<file path="src/rtl/seg7_pkg.sv">
// Shared seven-segment definitions for the lab display logic.
// Glyphs are active-low with bit order [6:0] = g,f,e,d,c,b,a.
// Contents: digit/display widths, the ten digit glyphs and a blank glyph.
package seg7_pkg;

    localparam int BCD_W = 4;
    localparam int SEG_W = 7;

    localparam logic [SEG_W-1:0] SEG_0     = 7'b1000000;
    localparam logic [SEG_W-1:0] SEG_1     = 7'b1111001;
    localparam logic [SEG_W-1:0] SEG_2     = 7'b0100100;
    localparam logic [SEG_W-1:0] SEG_3     = 7'b0110000;
    localparam logic [SEG_W-1:0] SEG_4     = 7'b0011001;
    localparam logic [SEG_W-1:0] SEG_5     = 7'b0010010;
    localparam logic [SEG_W-1:0] SEG_6     = 7'b0000010;
    localparam logic [SEG_W-1:0] SEG_7     = 7'b1111000;
    localparam logic [SEG_W-1:0] SEG_8     = 7'b0000000;
    localparam logic [SEG_W-1:0] SEG_9     = 7'b0010000;
    localparam logic [SEG_W-1:0] SEG_BLANK = 7'b1111111;

endpackage

</file>
<file path="src/rtl/detect_event_counter_if.sv">
// Signal bundle between the sequence detector side and the event counter.
//   z         detection flag (synchronous to clock)
//   enable    count enable
//   clear     synchronous clear of count and overflow
//   count_bcd [7:4] tens, [3:0] units
//   overflow  sticky wrap flag
//   hex0/hex1 active-low seven-segment for units/tens
// master: drives z/enable/clear; slave: the counter, drives the results.
interface detect_event_counter_if;
    import seg7_pkg::*;

    logic                   z;
    logic                   enable;
    logic                   clear;
    logic [2*BCD_W-1:0]     count_bcd;
    logic                   overflow;
    logic [SEG_W-1:0]       hex0;
    logic [SEG_W-1:0]       hex1;

    modport master (
        output z, enable, clear,
        input  count_bcd, overflow, hex0, hex1
    );

    modport slave (
        input  z, enable, clear,
        output count_bcd, overflow, hex0, hex1
    );
endinterface

</file>
<file path="src/rtl/bcd_to_seven_seg.sv">
// Combinational BCD digit to active-low seven-segment decoder.
//   bcd_i [3:0]  digit 0-9
//   seg_o [6:0]  glyph, bit order g,f,e,d,c,b,a; codes above 9 show blank
module bcd_to_seven_seg
    import seg7_pkg::*;
(
    input  logic [BCD_W-1:0] bcd_i,
    output logic [SEG_W-1:0] seg_o
);

    always_comb begin
        seg_o = SEG_BLANK;
        case (bcd_i)
            4'd0: seg_o = SEG_0;
            4'd1: seg_o = SEG_1;
            4'd2: seg_o = SEG_2;
            4'd3: seg_o = SEG_3;
            4'd4: seg_o = SEG_4;
            4'd5: seg_o = SEG_5;
            4'd6: seg_o = SEG_6;
            4'd7: seg_o = SEG_7;
            4'd8: seg_o = SEG_8;
            4'd9: seg_o = SEG_9;
            default: seg_o = SEG_BLANK;
        endcase
    end

endmodule

</file>
<file path="src/rtl/detect_event_counter.sv">
// Two-digit BCD counter of detection events with sticky overflow and
// seven-segment outputs for the lab board.
//   clock     system clock, all state on posedge
//   resetnot  asynchronous active-low reset
//   bus       slave side of detect_event_counter_if (z/enable/clear in,
//             count_bcd/overflow/hex0/hex1 out)
// COUNT_LEVEL = 0 counts rising edges of z, 1 counts every high cycle.
// MAX_DIGIT is the per-digit carry point (9 for real BCD).
module detect_event_counter
    import seg7_pkg::*;
#(
    parameter int COUNT_LEVEL = 0,
    parameter int MAX_DIGIT   = 9
) (
    input  logic                   clock,
    input  logic                   resetnot,
    detect_event_counter_if.slave  bus
);

    localparam logic [BCD_W-1:0] MAX_D = BCD_W'(MAX_DIGIT);

    logic             z_prev_q;
    logic [BCD_W-1:0] units_q, units_d;
    logic [BCD_W-1:0] tens_q,  tens_d;
    logic             overflow_q, overflow_d;
    logic             event_w;

    // Edge mode looks at the previous sample so a long high run counts once.
    always_comb begin
        if (COUNT_LEVEL != 0) event_w = bus.z;
        else                  event_w = bus.z & ~z_prev_q;
    end

    always_comb begin
        units_d    = units_q;
        tens_d     = tens_q;
        overflow_d = overflow_q;
        // Clear wins over a coincident event, which is simply dropped.
        if (bus.clear) begin
            units_d    = '0;
            tens_d     = '0;
            overflow_d = 1'b0;
        end else if (bus.enable && event_w) begin
            if (units_q < MAX_D) begin
                units_d = units_q + 1'b1;
            end else begin
                units_d = '0;
                if (tens_q < MAX_D) begin
                    tens_d = tens_q + 1'b1;
                end else begin
                    tens_d     = '0;
                    overflow_d = 1'b1;
                end
            end
        end
    end

    // z_prev tracks z every cycle, independent of enable/clear, so an edge
    // seen while disabled is never counted later.
    always_ff @(posedge clock or negedge resetnot) begin
        if (!resetnot) begin
            z_prev_q   <= 1'b0;
            units_q    <= '0;
            tens_q     <= '0;
            overflow_q <= 1'b0;
        end else begin
            z_prev_q   <= bus.z;
            units_q    <= units_d;
            tens_q     <= tens_d;
            overflow_q <= overflow_d;
        end
    end

    assign bus.count_bcd = {tens_q, units_q};
    assign bus.overflow  = overflow_q;

    bcd_to_seven_seg u_hex0 (
        .bcd_i (units_q),
        .seg_o (bus.hex0)
    );

    bcd_to_seven_seg u_hex1 (
        .bcd_i (tens_q),
        .seg_o (bus.hex1)
    );

endmodule

</file>
<file path="src/flat_wrapper.sv">
// flat-port wrapper written by rule: the top's interface ports become plain ports
module detect_event_counter_flat import seg7_pkg::*;
#(
    parameter int COUNT_LEVEL = 0,
    parameter int MAX_DIGIT   = 9
)
  (clock, resetnot, bus_z, bus_enable, bus_clear, bus_count_bcd, bus_overflow, bus_hex0, bus_hex1);
  detect_event_counter_if bus_i ();
  input  logic clock;
  input  logic resetnot;
  input wire logic [$bits(bus_i.z)-1:0] bus_z;
  input wire logic [$bits(bus_i.enable)-1:0] bus_enable;
  input wire logic [$bits(bus_i.clear)-1:0] bus_clear;
  output wire logic [$bits(bus_i.count_bcd)-1:0] bus_count_bcd;
  output wire logic [$bits(bus_i.overflow)-1:0] bus_overflow;
  output wire logic [$bits(bus_i.hex0)-1:0] bus_hex0;
  output wire logic [$bits(bus_i.hex1)-1:0] bus_hex1;
  assign bus_i.z = bus_z;
  assign bus_i.enable = bus_enable;
  assign bus_i.clear = bus_clear;
  assign bus_count_bcd = bus_i.count_bcd;
  assign bus_overflow = bus_i.overflow;
  assign bus_hex0 = bus_i.hex0;
  assign bus_hex1 = bus_i.hex1;
  detect_event_counter #(.COUNT_LEVEL(COUNT_LEVEL), .MAX_DIGIT(MAX_DIGIT)) u_core (.clock(clock), .resetnot(resetnot), .bus(bus_i));
endmodule
</file>
<file path="config.mk">
export PLATFORM = sky130hd
export DESIGN_NAME = detect_event_counter_flat
export DESIGN_NICKNAME = d
export VERILOG_FILES = /design/src/rtl/seg7_pkg.sv /design/src/rtl/detect_event_counter_if.sv /design/src/rtl/bcd_to_seven_seg.sv /design/src/rtl/detect_event_counter.sv /design/src/flat_wrapper.sv
export SDC_FILE = /design/constraint.sdc
export NUM_CORES = 1
export LEC_CHECK = 0
export CAP_MARGIN = 0
export CELL_PAD_IN_SITES_DETAIL_PLACEMENT = 0
export CELL_PAD_IN_SITES_GLOBAL_PLACEMENT = 1
export CORE_MARGIN = 2
export CORE_UTILIZATION = 30
export DETAILED_ROUTE_END_ITERATION = 7
export GPL_TIMING_DRIVEN = 0
export PLACE_DENSITY_LB_ADDON = 0.1
export SLEW_MARGIN = 15
export SYNTH_ARGS = -nofsm -noshare
export SYNTH_HDL_FRONTEND = slang
export SYNTH_SLANG_ARGS = --single-unit
</file>
<file path="constraint.sdc">
create_clock -name clock -period 2.97 [get_ports clock]
set_clock_uncertainty 0.05 [all_clocks]
set_input_delay 0.297 -clock clock [delete_from_list [all_inputs] [get_ports clock]]
set_output_delay 0.297 -clock clock [all_outputs]
set_load 0.05 [all_outputs]
</file>
# == Word level (Yosys, flattened, before mapping) ==
# Memories as Yosys holds them, arrays and structs flattened.
# Index checks and enable logic that the tools add are counted.
# totals
reg_bits,10
rom_bits,224
in_bits,5
output_inout_bits,23
wordCells,29
mem_count,2
# mem_list
name,depth,word_bits,rd,rd_clocked_by_memory_dff,write_ports,line_no,source
(name not given),16,7,1,0,0,bcd_to_seven_seg.sv:13,case (bcd_i)
(name not given),16,7,1,0,0,bcd_to_seven_seg.sv:13,
# op_classes
add_sub_neg,2
order_cmp,2
n_eq_ne,2
n_mux,11
bitwise,2
reduce_logical,4
# ops
op,n
$mux W4,7
$add A4 B1 Y4 const B,2
$lt A4 B4 Y1 const B,2
$mux W1,4
$ne A2 B2 Y1 const B,2
$reduce_and A3 Y1,1
$reduce_and A2 Y1,1
$reduce_bool A2 Y1,1
$and A1 B1 Y1,1
$logic_and A1 B1 Y1,1
$not A1 Y1,1

# == Logic depth before layout (Yosys ltp) ==
# Gate-level depths: netlist of run 1.
# depth
ltp_word,5
mapped_depth,6
mapped_depth_nobuf,6

# == Modules after synthesis ==
# Synthesis of run 1 repeated with hierarchy kept, for this count alone.
# unflattened
hier_cells,120
hier_area_um2,970.9
# by_module_without_submodules
mod,n_inst,cells_per_inst,area_per_inst_um2,seq_area_each_um2
detect_event_counter,1,54,550.5,250.2
bcd_to_seven_seg,2,33,210.2,0.0

# == Worst setup path after synthesis of run 1 ==
# OpenSTA, ideal clock, no wires.
# synth_path
path_type,reg-to-output
start,register u_core.tens_q[0]
end,output bus_hex1[4]
t_arrival_ns,2.315
slack_ns,0.308
stages_incl_launch_ff,6
n_path_buf,0
cell_sequence,dfrtp_1 inv_1 ha_1 inv_1 mux2i_1 o21ai_0
# synth_between
elab_chain_len,1
# synth_lines
item,line_no,source
start: declaration,detect_event_counter.sv:24,"logic [BCD_W-1:0] tens_q, tens_d;"
start signal: assignment,detect_event_counter.sv:69,tens_q <= tens_d;
$mem_v2 Z16 W7,-,
end: declaration,flat_wrapper.sv:17,output wire logic [$bits(bus_i.hex1)-1:0] bus_hex1;
# No other way between the ends.

# == Final worst setup path of run 1 ==
# layout_path
start,register u_core.units_q[0]
end,output bus_hex0[3]
# layout_between
elab_chain_len,1
# layout_lines
item,line_no,source
start: declaration,detect_event_counter.sv:23,"logic [BCD_W-1:0] units_q, units_d;"
start signal: assignment,detect_event_counter.sv:68,units_q <= units_d;
$mem_v2 Z16 W7,-,
end: declaration,flat_wrapper.sv:16,output wire logic [$bits(bus_i.hex0)-1:0] bus_hex0;
# No other way between the ends.

==> summary.txt, run 1 <==
Yosys
  • Share of Yosys cell area claimed by the top area cell type: 28.9%
  • Basic-gate share of the synthesized area counting and, or, nand and nor cells: 23.6%
  • Post-synth top area cell: sky130_fd_sc_hd__dfrtp_1
  • Avg Cell Area, Syn: 8.02 um2
  • Main synth FF type: sky130_fd_sc_hd__dfrtp_1
  • Number of synthesized flops with an enable pin: 0
  • Mux contribution to synthesized area: 1.16%
  • Async S/R FF share, synth: 100%
  • Largest cells by area after synthesis: sky130_fd_sc_hd__dfrtp_1 (29%), sky130_fd_sc_hd__ha_1 (14%), sky130_fd_sc_hd__a21oi_1 (6.9%)
  • Post-Synth Adder-Cell Area: 14.5%
  • Synthesized Nets: 123
  • Post-synthesis compound-gate area fraction: 24.3%
  • Post-synthesis xor/xnor area fraction: 0%
  • Number of different library cells in the post-synthesis netlist: 33
  • Proportion of synthesized chip area in sequential cells: 28.9%
  • Warning count from the yosys run: 0
  • Area of the mapped netlist: 866 um2
  • Dominant combinational cell family by area after synthesis: compound AO/OA/AOI/OAI gates
  • Synthesis-stage register bit count: 10
  • Count of mapped cells out of synthesis: 108

Power
  • Portion of total power attributed to combinational logic: 60.4%
  • Portion of total power attributed to sequential cells: 25.4%
  • Worst supply voltage drop on vdd: 0.000381 V
  • Sw Share: 49.8%
  • Final total power: 0.643 mW
  • Internal power: 0.323 mW
  • Power dissipated by switching net loads: 0.320 mW
  • PwrDens: 542 mW/mm2
  • Clock Power Share: 14.2%
  • Leakage: 0.515 nW

Die
  • Die Y: 57.7 um
  • Row count: 19
  • Core area: 0.00276 mm2
  • Effective utilization at floorplan: 31.4%
  • # IOs: 28
  • Area of the die: 0.00333 mm2
  • Die W: 57.7 um

Critical path
  • Largest fanout on the critical path: 7
  • Crit. Startpoint: u_core.units_q[0]$_DFFE_PN0P_
  • CP Data Required Time: 2620 ps
  • Capturing element type of the critical path: output port
  • Critical register-to-register path startpoint: u_core.tens_q[1]$_DFFE_PN0P_
  • Data arrival, critical path: 2290 ps
  • Kind of launch point of the worst setup path: flop
  • Worst Path Class, Setup: reg2out

Final layout
  • Layout Nets: 154
  • Fillers: 314
  • Layout cell share with drive strength beyond 1: 9.49%
  • Antenna Diode Count: 0
  • Commonest cells after routing, fill and taps aside: sky130_fd_sc_hd__clkdlybuf4s50_1 (26), sky130_fd_sc_hd__a21oi_1 (12), sky130_fd_sc_hd__nor2_1 (12)
  • Area used by sequential logic in the layout: 250 um2
  • Layout Cells excl Fill: 168
  • Area growth syn-to-layout: 37.1%
  • Most frequent standard cell in the layout excluding fill and tap cells: sky130_fd_sc_hd__clkdlybuf4s50_1
  • Area of the multi-input gates: 549 um2

Place
  • Half-perimeter wire length after placement: 1580 um
  • Final weighted congestion of routability-driven global placement: 0.750
  • Count of input and output buffers: 26
  • # placed instances: 165

STA
  • Aggregate negative setup slack: 0 ps
  • Final hold slack: 287 ps
  • Total count of hold-check failures in the final report: 0
  • Number of max-slew violations in the final report: 0
  • Unrepaired setup endpoints after global routing: no
  • Worst slew pin tran: 497 ps
  • Part of the cycle the worst path needs: 88.7%
  • Crit path time final: 2640 ps
  • Total of endpoints with negative setup slack in the final report: 0
  • Fmax: 379 MHz
  • Worst slew slack as a fraction of its limit: 66.7%

Routing
  • Via density: 4.95
  • Total number of vias: 831
  • Detail Route Antenna Nets: 0
  • Detailed-routing iteration count for the pre-antenna-repair pass: 4
  • Number of DRC violations after detailed routing: 0
  • Average wire per standard cell: 12.1 um
  • Routed wire length: 2030 um
  • Starting DRT DRC Count: 28

CTS
  • Number of hold-repair buffers added at the cts stage: 0
  • Number of clock buffers inserted by TritonCTS: 3
  • Clock latency at the later pin of the worst-skew pair: 260 ps
  • Clock tree from TritonCTS: done
  • # resized after CTS: 0
  • CTS root buf: sky130_fd_sc_hd__clkbuf_4
  • Total clock sinks: 10
  • Post-CTS clock slew at the launch and capture registers of the worst setup and hold paths: 60 ps
  • Total number of H-tree levels: 1
  • Number of buffers inserted to repair setup after CTS: 0
  • CTS Buffer Depth: 2

GRT
  • Largest net degree at the start of global routing: 11
  • First-pass GRT wire length: 3680 um
  • Total global routing track utilization: 13.7%
  • Grt ovf: 0
  • Via count of the first global-routing pass: 810
  • Number of antenna violations at the first check in global routing: 0

Hold path
  • Class of the tightest hold or removal check: in2reg
  • HP Start: bus_clear

Status
  • Result of the run: completed

Run
  • Max Cap Violations: 0
==> sequential cells by signal, indices dropped and copies added (netlist names) <==
register,count
u_core.units_q,4
u_core.bus.overflow,1
u_core.z_prev_q,1
u_core.tens_q,4
==> cells by family after synthesis <==
group,Yosys count
simple gates,38
compound gates,33
buf+inv,16
fa+ha+maj,10
flops,10
mux,1
==> synthesized netlist by cell type (2+ instances only) <==
cell                       count
sky130_fd_sc_hd__o31ai_1       2
sky130_fd_sc_hd__a21o_1        2
sky130_fd_sc_hd__or2b_1        2
sky130_fd_sc_hd__inv_1        10
sky130_fd_sc_hd__nand2_1      10
sky130_fd_sc_hd__a31oi_1       2
sky130_fd_sc_hd__clkbuf_1      2
sky130_fd_sc_hd__dfrtp_1      10
sky130_fd_sc_hd__o21ai_0       8
sky130_fd_sc_hd__ha_1         10
sky130_fd_sc_hd__a21oi_1      12
sky130_fd_sc_hd__nor2_1       12
sky130_fd_sc_hd__nand2b_4      2
sky130_fd_sc_hd__or2_2         2
sky130_fd_sc_hd__buf_2         2
sky130_fd_sc_hd__or3_1         2
sky130_fd_sc_hd__nand3_1       2
==> power groups by stage <==
stage | combinational (mW) | sequential [mW] | clock (mW)
after floorplan | 0.242 | 0.194 | 0
after global routing | 0.420 | 0.166 | 0.103
after global placement | 0.390 | 0.166 | 0
final | 0.389 | 0.163 | 0.0914
after CTS | 0.392 | 0.163 | 0.0944
after detailed placement | 0.391 | 0.166 | 0
==> through the flow <==
stage,util (%),setup slack [ps],instance area (um2)
2_1_floorplan,-,308,866
3_3_place_gp,42.2,623,1160
3_5_place_dp,42.2,593,1160
4_1_cts,43.1,305,1190
5_1_grt,43.1,148,1190
6_report,43.1,334,1190
==> final cells by class <==
cell class,instances,area share (%)
clock buffer,3,1.90
inverter,11,3.48
sequential,10,21.1
tap,31,3.27
buffer,5,2.11
multi-input combinational,82,46.3
timing repair buffer,26,21.9
==> per-layer routing <==
| layer | GRT usage (%) | vias to the layer above | share of wire (%) |
|---|---|---|---|
| met3 | 1.12 | 4 | 5.0 |
| met5 | 0 | - | 0 |
| li1 | - | 434 | - |
| met2 | 19.8 | 24 | 39 |
| met1 | 21.7 | 369 | 55 |
| met4 | 3.99 | 0 | 1.1 |
==> worst paths after layout <==
check                                                  endpoint  slack (ps)  cells past startpoint
worst max register to register     u_core.tens_q[2]$_DFFE_PN0P_        1110                      6
worst max-delay path                                bus_hex0[3]         330                      6
min in group asynchronous       u_core.bus.overflow$_DFFE_PN0P_         300                      1
max in group asynchronous         u_core.units_q[0]$_DFFE_PN0P_        2260                      1
worst min-delay path              u_core.units_q[2]$_DFFE_PN0P_         290                      2
worst min register to register  u_core.bus.overflow$_DFFE_PN0P_         450                      2
==> critical path, cell delays in order, from the launching register on <==
cell	delay, ps
sky130_fd_sc_hd__dfrtp_1	470
sky130_fd_sc_hd__inv_1	140
sky130_fd_sc_hd__ha_1	330
sky130_fd_sc_hd__nand2_1	110
sky130_fd_sc_hd__a21oi_1	70
sky130_fd_sc_hd__nor2_1	100
sky130_fd_sc_hd__clkdlybuf4s50_1	810
No activity file was read; power rests on OpenSTA's default activity.
==> inputs of run 2 (changes only) <==
--- a/config.mk
+++ b/config.mk
@@ -16,4 +16,5 @@
 export SLEW_MARGIN = 15
 export SYNTH_ARGS = -nofsm -noshare
 export SYNTH_HDL_FRONTEND = slang
+export SYNTH_HIERARCHICAL = 1
 export SYNTH_SLANG_ARGS = --single-unit
==> run 2 against run 1 <==
Against the previous run: die area up 11%; clock-buffer cell count unchanged; final cell count up 15%; utilization is 0.21 points lower; flip-flop and latch count unchanged; synthesized area grew 12%; fmax down 0.15%; sequential power decreased by 5%; via count increased by 3.6%.
==> summary.txt, run 2 <==
Final layout
  • Area of all placed cells without fillers: 0.00132 mm2 (+11%)
  • Layout Nets: 171 (+11%)
  • Layout cell share with drive strength beyond 1: 10.0% (+0.51 points)
  • Antenna Diode Count: 0 (unchanged)
  • Area growth syn-to-layout: 35.8%
  • Most frequent standard cell in the layout excluding fill and tap cells: sky130_fd_sc_hd__clkdlybuf4s50_1
  • Regs by FF count: u_core/tens_q x4, u_core/units_q x4
  • Commonest cells after routing, fill and taps aside: sky130_fd_sc_hd__clkdlybuf4s50_1 (27), sky130_fd_sc_hd__o21ai_0 (15), sky130_fd_sc_hd__ha_1 (14), sky130_fd_sc_hd__nor2_1 (12), sky130_fd_sc_hd__nand2_1 (12)
  • Layout Cells excl Fill: 194 (+15%)

Die
  • # IOs: 28 (unchanged)
  • Core area: 0.00308 mm2 (+12%)
  • Die W: 60.9 um (+5.5%)
  • Effective utilization at floorplan: 31.5% (+0.15 points)
  • Area of the die: 0.00371 mm2 (+11%)
  • Row count: 20 (+1)
  • Die Y: 60.9 um (+5.5%)

Place
  • Count of input and output buffers: 27 (+3.8%)
  • Post-placement cell area: 0.00130 mm2 (+11%)
  • # placed instances: 191 (+16%)
  • Half-perimeter wire length after placement: 1540 um (-2.9%)
  • Final weighted congestion of routability-driven global placement: 0.772 (+3.0%)

STA
  • Aggregate negative setup slack: 0 ps (unchanged)
  • Total of endpoints with negative setup slack in the final report: 0 (unchanged)
  • Worst slew pin tran: 506 ps (+8.48 ps)
  • Number of max-slew violations in the final report: 0 (unchanged)
  • Unrepaired setup endpoints after global routing: no
  • Final hold slack: 298 ps (+11.7 ps)
  • Worst slew slack as a fraction of its limit: 66.2% (-0.57 points)
  • Total count of hold-check failures in the final report: 0 (unchanged)
  • Fmax: 379 MHz (-0.15%)
  • Part of the cycle the worst path needs: 88.9% (+0.14 points)
  • Crit path time final: 2640 ps (+4.03 ps)

Routing
  • Average wire per standard cell: 10.5 um (-14%)
  • Detailed-routing iteration count for the pre-antenna-repair pass: 4 (unchanged)
  • Routed wire length: 2030 um (-0.20%)
  • Starting DRT DRC Count: 33 (+18%)
  • Total number of vias: 861 (+3.6%)
  • Number of DRC violations after detailed routing: 0 (unchanged)
  • Via density: 4.44 (-10%)
  • Detail Route Antenna Nets: 0 (unchanged)

Power
  • Portion of total power attributed to combinational logic: 43.7% (-17 points)
  • Sw Share: 41.3% (-8.5 points)
  • Clock Power Share: 20.5% (+6.3 points)
  • PwrDens: 328 mW/mm2 (-39%)
  • Internal power: 0.254 mW (-21%)
  • Worst supply voltage drop on vdd: 0.000171 V (-55%)
  • Leakage: 0.545 nW (+5.8%)
  • Final total power: 0.433 mW (-33%)
  • Portion of total power attributed to sequential cells: 35.8% (+10 points)
  • Power dissipated by switching net loads: 0.179 mW (-44%)

Status
  • Result of the run: completed

Critical path
  • Worst path top cell family by delay: buffers and inverters
  • Most frequent cell on the critical path: sky130_fd_sc_hd__o21ai_0
  • Stages on the worst setup path: 6 (unchanged)
  • Maximum single-stage delay on the critical path: 820 ps (about the same)
  • Capturing element type of the critical path: output port
  • R2r worst-path depth: 6 (unchanged)
  • Cell with the largest stage delay on the worst path: sky130_fd_sc_hd__clkdlybuf4s50_1
  • Worst Path Class, Setup: reg2out
  • Largest fanout on the critical path: 10 (+3)
  • Kind of launch point of the worst setup path: flop
  • Data arrival, critical path: 2290 ps (about the same)
  • CP Data Required Time: 2620 ps (about the same)
  • Crit-path cells: inv_1 -> ha_1 -> nand2_1 -> o21ai_0 -> o21ai_0 -> clkdlybuf4s50_1
  • Buf+Inv Stages, Crit Path: 2 (unchanged)

CTS
  • Number of clock buffers inserted by TritonCTS: 3 (unchanged)
  • Total clock sinks: 10 (unchanged)
  • # resized after CTS: 0 (unchanged)
  • Total number of H-tree levels: 1 (unchanged)
  • CTS Buffer Depth: 2 (unchanged)
  • CTS root buf: sky130_fd_sc_hd__clkbuf_4
  • Clock latency at the later pin of the worst-skew pair: 250 ps (about the same)
  • Clock tree from TritonCTS: done
  • Number of buffers inserted to repair setup after CTS: 0 (unchanged)
  • Number of hold-repair buffers added at the cts stage: 0 (unchanged)
  • Post-CTS clock slew at the launch and capture registers of the worst setup and hold paths: 60 ps (about the same)

GRT
  • Grt ovf: 0 (unchanged)
  • Total global routing track utilization: 12.3% (-1.4 points)
  • Number of antenna violations at the first check in global routing: 0 (unchanged)
  • Largest net degree at the start of global routing: 12 (+1)
  • First-pass GRT wire length: 3430 um (-6.9%)
  • Via count of the first global-routing pass: 804 (-0.74%)

Yosys
  • Number of synthesized flops with an enable pin: 0 (unchanged)
  • Area of the mapped netlist: 971 um2 (+12%)
  • Count of mapped cells out of synthesis: 120 (+11%)
  • Largest cells by area after synthesis: sky130_fd_sc_hd__dfrtp_1 (26%), sky130_fd_sc_hd__ha_1 (18%), sky130_fd_sc_hd__o21ai_0 (7.7%)
  • Proportion of synthesized chip area in sequential cells: 25.8% (-3.1 points)
  • Avg Cell Area, Syn: 8.09 um2 (+0.92%)
  • Number of different library cells in the post-synthesis netlist: 27 (-18%)
  • Cell with the most instances after synthesis: sky130_fd_sc_hd__o21ai_0
  • Synthesis-stage register bit count: 10 (unchanged)
  • Post-synth top area cell: sky130_fd_sc_hd__dfrtp_1
  • Main synth FF type: sky130_fd_sc_hd__dfrtp_1
  • Async S/R FF share, synth: 100% (unchanged)
  • Share of Yosys cell area claimed by the top area cell type: 25.8% (-3.1 points)
  • Warning count from the yosys run: 6 (+6)
  • Synthesized Nets: 139 (+13%)
  • Leading cell types by count after synthesis: sky130_fd_sc_hd__o21ai_0 (15), sky130_fd_sc_hd__ha_1 (14), sky130_fd_sc_hd__nand2_1 (12), sky130_fd_sc_hd__nor2_1 (12)

Run
  • Max Cap Violations: 0 (unchanged)

Hold path
  • Class of the tightest hold or removal check: in2async
run 2: path summary, 6_finish.rpt:
| check | start | to | slack [ps] |
|---|---|---|---|
| setup / recovery | u_core/units_q[0]$_DFFE_PN0P_ | bus_hex0[4] | 330 |
| hold / removal | resetnot | u_core/bus.overflow$_DFFE_PN0P_ | 300 |
| setup reg to reg | u_core/units_q[1]$_DFFE_PN0P_ | u_core/tens_q[3]$_DFFE_PN0P_ | 1390 |
| hold reg to reg | u_core/bus.overflow$_DFFE_PN0P_ | u_core/bus.overflow$_DFFE_PN0P_ | 470 |
| max in group asynchronous | resetnot | u_core/units_q[3]$_DFFE_PN0P_ | 2270 |
| min in group clock | u_core/bus.overflow$_DFFE_PN0P_ | u_core/bus.overflow$_DFFE_PN0P_ | 470 |
run 2: final cells by class:
type	count	area (um2)
well taps	44	55.1
plain buffers	4	32.5
multi-input cells	96	651
clock buffers	3	22.5
flip-flops and latches	10	250
repair buffers	27	270
fillers	327	1760
inverters	10	37.5
run 2: metrics by stage:
| stage | setup slack [ps] | util (%) |
|---|---|---|
| finish | 330 | 42.8 |
| global route | 125 | 42.8 |
| CTS | 288 | 42.8 |
| detailed placement | 577 | 42.1 |
| global placement | 619 | 42.1 |
| floorplan | 242 | - |
run 2: cells by family (layout without fill, tap and decap cells):
logic type,after synthesis,after routing,share of synthesized area (%)
DFF,10,10,25.8
buffers and inverters,14,44,7.22
AOI/OAI and AO/OA,32,32,21.1
and+or+nand+nor,50,50,27.8
adders and majority gates,14,14,18.0
run 2: routing by layer:
layer  global-route usage [%]  routed length, um
met5                        0                  0
met1                     15.8                967
met4                     5.59                 16
met2                     20.4                968
met3                     1.71                 76
run 2: power groups by stage:
stage / registers [mW] / logic [mW] / clock network (mW)
after floorplan: 0.171 / 0.114 / 0
after global placement: 0.158 / 0.189 / 0
after detailed placement: 0.158 / 0.190 / 0
after CTS: 0.156 / 0.191 / 0.0944
after global routing: 0.158 / 0.206 / 0.100
final: 0.155 / 0.189 / 0.0888
==> inputs of run 3 (changes only) <==
--- a/config.mk
+++ b/config.mk
@@ -9,7 +9,7 @@
 export CELL_PAD_IN_SITES_DETAIL_PLACEMENT = 0
 export CELL_PAD_IN_SITES_GLOBAL_PLACEMENT = 1
 export CORE_MARGIN = 2
-export CORE_UTILIZATION = 30
+export CORE_UTILIZATION = 36
 export DETAILED_ROUTE_END_ITERATION = 7
 export GPL_TIMING_DRIVEN = 0
 export PLACE_DENSITY_LB_ADDON = 0.1
@@ -18,3 +18,4 @@
 export SYNTH_HDL_FRONTEND = slang
 export SYNTH_HIERARCHICAL = 1
 export SYNTH_SLANG_ARGS = --single-unit
+export TNS_END_PERCENT = 20
==> run 3 against run 2 <==
Against the previous run: register-to-register slack barely moved; via count rose by 2.9%; clock power rose by 34%; critical path depth did not move; clock-buffer cell count rose by 1; global-route usage rose by 0.33 points; sequential share of layout area rose by 0.054 points; setup slack got worse by 14 ps; utilization rose by 9.3 points; final cell count fell by 6.7%; die area fell by 16%; first-iteration DRC count fell by 79%; critical endpoint is now bus_hex1[0]; largest cell class unchanged; largest power group unchanged.
==> summary.txt, run 3 (synthesized netlist as in run 2, its figures left out) <==
CTS
  • Clock latency at the later pin of the worst-skew pair: 260 ps (about the same)
  • Clock tree from TritonCTS: done
  • # resized after CTS: 0 (unchanged)
  • Post-CTS clock slew at the launch and capture registers of the worst setup and hold paths: 70 ps (about the same)
  • CTS root buf: sky130_fd_sc_hd__clkbuf_4
  • Number of buffers inserted to repair setup after CTS: 0 (unchanged)
  • Number of hold-repair buffers added at the cts stage: 0 (unchanged)
  • Total number of H-tree levels: 1 (unchanged)
  • CTS Buffer Depth: 2 (unchanged)
  • Total clock sinks: 10 (unchanged)
  • Number of clock buffers inserted by TritonCTS: 3 (unchanged)

Die
  • Row count: 18 (-10%)
  • Die Y: 55.9 um (-8.1%)
  • Effective utilization at floorplan: 38.5% (+6.9 points)
  • Area of the die: 0.00313 mm2 (-16%)
  • Core area: 0.00252 mm2 (-18%)
  • # IOs: 28 (unchanged)
  • Die W: 55.9 um (-8.1%)

Critical path
  • Kind of launch point of the worst setup path: flop
  • CP Data Required Time: 2620 ps (about the same)
  • Capturing element type of the critical path: output port
  • Largest fanout on the critical path: 11 (+1)
  • Flop2flop setup slack: 1380 ps (about the same)
  • Worst Path Class, Setup: reg2out
  • Data arrival, critical path: 2310 ps (+20 ps)

STA
  • Total count of hold-check failures in the final report: 0 (unchanged)
  • Aggregate negative setup slack: 0 ps (unchanged)
  • Part of the cycle the worst path needs: 89.4% (+0.47 points)
  • Worst slew slack as a fraction of its limit: 66.3% (+0.084 points)
  • Slack of the critical path: 316 ps (-13.9 ps)
  • Fmax: 377 MHz (-0.52%)
  • Number of max-slew violations in the final report: 0 (unchanged)
  • Crit path time final: 2650 ps (+13.9 ps)
  • Final hold slack: 309 ps (+10.5 ps)
  • Total of endpoints with negative setup slack in the final report: 0 (unchanged)
  • Worst slew pin tran: 504 ps (-1.26 ps)
  • Unrepaired setup endpoints after global routing: no

Power
  • Power dissipated by switching net loads: 0.184 mW (+2.8%)
  • Portion of total power attributed to combinational logic: 41.0% (-2.7 points)
  • Portion of total power attributed to sequential cells: 33.4% (-2.4 points)
  • Sw Share: 39.5% (-1.8 points)
  • Leakage: 0.552 nW (+1.3%)
  • Internal power: 0.281 mW (+11%)
  • Worst supply voltage drop on vdd: 0.000261 V (+53%)
  • Clock Power Share: 25.6% (+5.1 points)
  • PwrDens: 354 mW/mm2 (+7.8%)

Status
  • Result of the run: completed

GRT
  • Via count of the first global-routing pass: 756 (-6.0%)
  • First-pass GRT wire length: 3320 um (-3.2%)
  • Grt ovf: 0 (unchanged)
  • Total global routing track utilization: 12.6% (+0.33 points)
  • Largest net degree at the start of global routing: 12 (unchanged)
  • Number of antenna violations at the first check in global routing: 0 (unchanged)

Final layout
  • Layout Nets: 171 (unchanged)
  • Antenna Diode Count: 0 (unchanged)
  • Regs by FF count: u_core/tens_q x4, u_core/units_q x4
  • Most frequent standard cell in the layout excluding fill and tap cells: sky130_fd_sc_hd__clkdlybuf4s50_1
  • Area growth syn-to-layout: 35.4%
  • Util after Layout: 52.1% (+9.3 points)
  • Area of all placed cells without fillers: 0.00132 mm2 (-0.28%)
  • Layout cell share with drive strength beyond 1: 10.6% (+0.60 points)
  • Commonest cells after routing, fill and taps aside: sky130_fd_sc_hd__clkdlybuf4s50_1 (27), sky130_fd_sc_hd__o21ai_0 (15), sky130_fd_sc_hd__ha_1 (14), sky130_fd_sc_hd__nor2_1 (12), sky130_fd_sc_hd__nand2_1 (12)

Place
  • Post-Place Worst Slack: 584 ps (+7.22 ps)
  • Final weighted congestion of routability-driven global placement: 0.782 (+1.2%)
  • Half-perimeter wire length after placement: 1510 um (-1.5%)
  • Post-placement cell area: 0.00128 mm2 (-1.4%)
  • Count of input and output buffers: 27 (unchanged)

Routing
  • Routed wire length: 2020 um (-0.39%)
  • Starting DRT DRC Count: 7 (-79%)
  • Number of DRC violations after detailed routing: 0 (unchanged)
  • Detail Route Antenna Nets: 0 (unchanged)
  • Via density: 4.90 (+10%)
  • Average wire per standard cell: 11.2 um (+6.8%)
  • Detailed-routing iteration count for the pre-antenna-repair pass: 4 (unchanged)
  • Total number of vias: 886 (+2.9%)

Run
  • Max Cap Violations: 0 (unchanged)

Hold path
  • Class of the tightest hold or removal check: in2async
## run 3: per-layer routing
metal	vias to the layer above	share of wire, %	track usage [%]
li1	470	-	-
met1	393	51	17.9
met2	21	45	20.6
met3	2	3.8	1.40
met4	0	0.35	3.06
met5	-	0	0
## run 3: final timing paths
check,startpoint,end,depth (start not counted)
max,u_core/tens_q[1]$_DFFE_PN0P_,bus_hex1[0],6
min,resetnot,u_core/bus.overflow$_DFFE_PN0P_,1
max reg2reg,u_core/units_q[1]$_DFFE_PN0P_,u_core/tens_q[3]$_DFFE_PN0P_,6
min reg2reg,u_core/bus.overflow$_DFFE_PN0P_,u_core/bus.overflow$_DFFE_PN0P_,1
max in group asynchronous,resetnot,u_core/tens_q[1]$_DFFE_PN0P_,1
min in group clock,u_core/bus.overflow$_DFFE_PN0P_,u_core/bus.overflow$_DFFE_PN0P_,1
## run 3: power groups by stage
stage | Sequential, mW | Combinational [mW] | Clock (mW)
floorplan | 0.171 | 0.114 | 0
global placement | 0.158 | 0.188 | 0
detailed placement | 0.159 | 0.191 | 0
CTS | 0.156 | 0.192 | 0.124
global route | 0.157 | 0.205 | 0.135
finish | 0.156 | 0.191 | 0.119
## run 3: layout make-up
class | instances | area [um2]
buffer | 4 | 32.5
clock buffer | 4 | 36.3
fill | 266 | 1210
inverter | 10 | 37.5
multi-input combinational | 96 | 651
sequential | 10 | 250
tap | 30 | 37.5
timing repair buffer | 27 | 270
## run 3: critical path, stage by stage, from the launching register on
cell                              delay (ps)
sky130_fd_sc_hd__dfrtp_1                 560
sky130_fd_sc_hd__inv_1                   160
sky130_fd_sc_hd__ha_1                    200
sky130_fd_sc_hd__or2_1                   220
sky130_fd_sc_hd__a21oi_2                 160
sky130_fd_sc_hd__nor2_1                   60
sky130_fd_sc_hd__clkdlybuf4s50_1         690
## run 3: per-stage QoR
| stage | instances | power (mW) |
|---|---|---|
| floorplan | 120 | 0.285 |
| global placement | 177 | 0.346 |
| detailed placement | 177 | 0.350 |
| CTS | 181 | 0.472 |
| global route | 181 | 0.497 |
| finish | 181 | 0.465 |
